[src/rtl/fetch_stage.sv]
// Instruction fetch stage: PC register, next-PC selection with redirect and
// stall handling, and the IF/ID pipeline register with a fetch counter.
module fetch_stage #(
  parameter logic [31:0] RESET_PC = 32'h00000000
) (
  input  logic        Clk,
  input  logic        Rst,
  input  logic        Stall,
  input  logic        Flush,
  input  logic        BranchTaken,
  input  logic [31:0] BranchTarget,
  input  logic        Jump,
  input  logic [31:0] JumpTarget,
  output logic [31:0] IM_Address,
  input  logic [31:0] IM_Instruction,
  output logic [31:0] IFID_Instruction,
  output logic [31:0] IFID_PCPlus4,
  output logic        IFID_Valid,
  output logic [31:0] FetchCount
);

  logic [31:0] pc;
  logic [31:0] pc_plus4;
  logic        redirect;
  logic [31:0] target_raw;
  logic [31:0] target;
  logic        bubble;
  logic        load;

  // Branch wins over jump when both fire; targets are forced word-aligned.
  always_comb begin
    pc_plus4   = pc + 32'd4;
    redirect   = BranchTaken | Jump;
    target_raw = BranchTaken ? BranchTarget : JumpTarget;
    target     = {target_raw[31:2], 2'b00};
    bubble     = Flush | redirect;
    load       = ~bubble & ~Stall;
  end

  assign IM_Address = pc;

  // PC update: a redirect overrides a stall; a flush alone lets the PC advance.
  always_ff @(posedge Clk) begin
    if (Rst)           pc <= RESET_PC;
    else if (redirect) pc <= target;
    else if (!Stall)   pc <= pc_plus4;
  end

  // IF/ID register: bubble beats stall, stall holds, otherwise capture the fetch.
  always_ff @(posedge Clk) begin
    if (Rst || bubble) begin
      IFID_Instruction <= 32'h0;
      IFID_PCPlus4     <= 32'h0;
      IFID_Valid       <= 1'b0;
    end else if (load) begin
      IFID_Instruction <= IM_Instruction;
      IFID_PCPlus4     <= pc_plus4;
      IFID_Valid       <= 1'b1;
    end
  end

  // Count only edges that capture a real instruction; wraps naturally.
  always_ff @(posedge Clk) begin
    if (Rst)       FetchCount <= 32'h0;
    else if (load) FetchCount <= FetchCount + 32'd1;
  end

endmodule

[config.mk]
export PLATFORM = sky130hd
export DESIGN_NAME = fetch_stage
export DESIGN_NICKNAME = d
export VERILOG_FILES = /design/src/rtl/fetch_stage.sv
export SDC_FILE = /design/constraint.sdc
export NUM_CORES = 1
export LEC_CHECK = 0
export ABC_CLOCK_PERIOD_IN_PS = 2680
export CORE_MARGIN = 2
export CORE_UTILIZATION = 40
export CTS_BUF_LIST = sky130_fd_sc_hd__clkbuf_4 sky130_fd_sc_hd__clkbuf_8
export CTS_CLUSTER_SIZE = 16
export DETAILED_ROUTE_END_ITERATION = 16
export GPL_TIMING_DRIVEN = 0
export PLACE_DENSITY = 0.71
export SLEW_MARGIN = 20
export SYNTH_ARGS = -nofsm -noshare
export SYNTH_HDL_FRONTEND = slang
export SYNTH_SLANG_ARGS = --single-unit
[constraint.sdc]
create_clock -name Clk -period 2.68 [get_ports Clk]
set_input_delay 0.268 -clock Clk [delete_from_list [all_inputs] [get_ports Clk]]
set_output_delay 0.268 -clock Clk [all_outputs]
set_load 0.05 [all_outputs]
==> metrics.md, run 1 <==
| Metric | Value |
|---|---|
| Synth Warn # | 0 |
| Vias | 6642 |
| WHS Endpoint | IM_Address[15]$_SDFFE_PP0P_ |
| Slew of the pin with the lowest slew margin | 760.1 ps |
| Critical path fanouts, max | 5 |
| I/O Buffers | 220 |
| PwrDens | 494.7 mW/mm² |
| FFs w/ async S/R, synth | 0 |
| Req. time, crit path | 3000 ps |
| ANT nets after route | 0 |
| Final HPWL DP | 16060 µm |
| Most frequent cells in the layout | clkdlybuf4s50_1, dfxtp_1, a21oi_1, o21ai_0, nor2_1 |
| Htree depth | 4 |
| First-pass GRT wire length | 33420 µm |
| Pre-CTS setup slack | -514.8 ps |
| GR Util All Layers | 0.2645 |
| Area grow syn2layout | 47.77% |
| Highest clock rate | 393.3 MHz |
| # IOs | 231 |
| Nets | 1084 |
| Worst setup EP type | flip-flop |
| Drt drc | 0 |
| Status | finished, final reports clean |
| Relative slew slack | 0.4891 |
| Setup violators final | 0 |
| RR Endpoint | IM_Address[26]$_SDFFE_PP0P_ |
| Count of final hold-check violations | 0 |
| RSZ-0062 raised after global routing | no |
| Fillers | 1415 |
| Synthesized area | 0.006077 mm² |
| Prevailing post-synth register cell | dfxtp_1 |
| Reg2reg path depth | 6 |
| Row Count | 45 |
| Fin crit period | 2543 ps |
| Grt total ovfl | 0 |
| Pin count of the biggest net entering global routing | 17 |
| Pwr Total | 4.442 mW |
| Clk_skew | 6.411 ps |
| CP Class | flip-flop to flip-flop |
| Fin crit share | 0.9487 |
| Pins Over Slew Limit | 0 |
| Register area share after synthesis | 0.4118 |
| Final WL | 21760 µm |
| R2R Path Start | IM_Address[2]$_SDFFE_PP0P_ |
| Commonest non-fill, non-tap cell in the layout | clkdlybuf4s50_1 |
| Count of cell types in the netlist | 48 |
| Post-layout util | 0.5973 |
| Layout cells sized above 1 | 0.08761 |
| Max-cap viol count | 0 |
| Clk slew on worst S/H paths | 80 ps |
| Antenna fix cells | 0 |
| Hold WS | 328.3 ps |
| DR pass1 iterations | 5 |
| Via density per instance | 5.624 |
| Worst R2R Setup Slack | 140 ps |
| Peak supply drop | 306.3 µV |
| Root buf cell | clkbuf_8 |
| #FFs+latches synth | 125 |
| Core region area | 0.01503 mm² |
| Final worst slack | 137.5 ps |
| Arr. time, crit path | 2860 ps |
| Clk sink count | 125 |
| Hold_sp | BranchTaken |
| Effective utilization at floorplan | 0.4042 |
| CTS tree | yes |
| Vias in the first global route | 6202 |
| Gate Count Post-Synth | 738 |
| Routability cong. | 0.9543 |
| CTS Buf Count | 17 |
| Total Die Area | 0.01620 mm² |
| Drt wl/cell | 18.43 µm |
| Max clock buf depth | 2 |
| Clock Latency Late Sink | 440 ps |
| Number of flops mapped to enable cells by yosys | 0 |
| DIE WIDTH | 127.3 µm |
| Hold Path Class | input pin to flip-flop |
| Syn Area/Cell | 8.235 µm² |
| Die Height | 127.3 µm |
| Hold Path Depth | 4 |
| DRT iter0 DRCs | 602 |
| Setup_tns | 0 ps |
| Leak | 3.112 nW |
| Initial antenna violation count | 0 |
| Crit path launch type | flip-flop |
cell usage after synthesis, types with 21 or more instances:
cell type,n,share of area
dfxtp_1,125,0.41
a21oi_1,69,0.057
o21ai_0,62,0.051
nor2_1,57,0.035
nand2_1,54,0.033
clkbuf_1,52,0.032
o221a_2,35,0.065
xnor2_1,32,0.046
nor3_1,31,0.026
nand3_1,22,0.018
nor4_1,21,0.022
layout make-up:
type / instances / area (µm²) / share of cell area
clock inverters: 14 / 168.9 / 0.01881
inverters: 20 / 75.07 / 0.008360
repair buffers: 220 / 2202 / 0.2452
plain buffers: 64 / 260.3 / 0.02898
clock buffers: 18 / 247.7 / 0.02759
well taps: 188 / 235.2 / 0.02619
flip-flops and latches: 125 / 2502 / 0.2787
multi-input cells: 532 / 3288 / 0.3662
repair_timing:
action,4_1_cts,5_1_grt
pin swaps,0,1
gates resized for setup,4,4
endpoints found under the hold margin,0,0
endpoints found under the setup margin,4,10
hold buffers,0,0
setup buffers,0,0
critical path, cell delays in order, from the launching register on:
cell,delay [ps]
dfxtp_1,440
ha_1,330
nand3_1,230
or3_1,480
nor4_2,440
mux2i_1,130
a2111oi_0,370
power by group:
part | internal, mW | switching [mW] | total [mW]
logic | 0.306 | 0.441 | 0.747
registers | 1.90 | 0.0552 | 1.96
clock network | 0.943 | 0.797 | 1.74
total | 3.15 | 1.29 | 4.44
logic make-up after synthesis:
group / Yosys count / share of synthesized area
buf+inv: 84 / 0.05477
mux: 4 / 0.006589
other cells: 1 / 0.0006171
simple gates: 259 / 0.2162
flops: 125 / 0.4118
fa+ha+maj: 2 / 0.004117
compound gates: 217 / 0.2397
xor+xnor: 46 / 0.06630
how the worst max path moves through the flow:
stage               slack [ps]                     endpoint                   startpoint  cells after the start
floorplan                  130  IM_Address[26]$_SDFFE_PP0P_   IM_Address[2]$_SDFFE_PP0P_                      6
global placement          -500  IM_Address[25]$_SDFFE_PP0P_                         Jump                      8
detailed placement        -510  IM_Address[25]$_SDFFE_PP0P_                         Jump                      8
CTS                         50  IM_Address[23]$_SDFFE_PP0P_  IM_Address[13]$_SDFFE_PP0P_                      6
global route                10  IM_Address[26]$_SDFFE_PP0P_   IM_Address[2]$_SDFFE_PP0P_                      6
finish                     140  IM_Address[26]$_SDFFE_PP0P_   IM_Address[2]$_SDFFE_PP0P_                      6
registers in the layout (all words and copies together), names as in the netlist:
name and cells:
IFID_Instruction 32, IFID_PCPlus4 30, FetchCount 32, IFID_Valid 1, IM_Address 30
per-layer routing:
metal / part of all wire / global-route usage
met2: 0.47 / 0.4328
met5: 0 / 0
met1: 0.42 / 0.3381
met3: 0.093 / 0.07077
met4: 0.019 / 0.09114
metrics by stage:
step / cell area, µm² / cells
after floorplan: 6088 / 741
after CTS: 8962 / 1181
after detailed placement: 8526 / 1149
after global placement: 8526 / 1149
final: 8980 / 1181
after global routing: 8980 / 1181
Power figures use the tool's default switching activity.
==> run 2, diff against run 1 <==
--- a/config.mk
+++ b/config.mk
@@ -11,6 +11,7 @@
 export CTS_BUF_LIST = sky130_fd_sc_hd__clkbuf_4 sky130_fd_sc_hd__clkbuf_8
 export CTS_CLUSTER_SIZE = 16
 export DETAILED_ROUTE_END_ITERATION = 16
+export GPL_ROUTABILITY_DRIVEN = 1
 export GPL_TIMING_DRIVEN = 0
 export PLACE_DENSITY = 0.71
 export SLEW_MARGIN = 20
==> results of run 2 <==
Final layout, timing and power as in run 1 (identical DEF).
==> run 3, diff against run 2 <==
--- a/config.mk
+++ b/config.mk
@@ -18,3 +18,4 @@
 export SYNTH_ARGS = -nofsm -noshare
 export SYNTH_HDL_FRONTEND = slang
 export SYNTH_SLANG_ARGS = --single-unit
+export TNS_END_PERCENT = 5
==> results of run 3 <==
Final layout, timing and power as in run 1 (identical DEF).
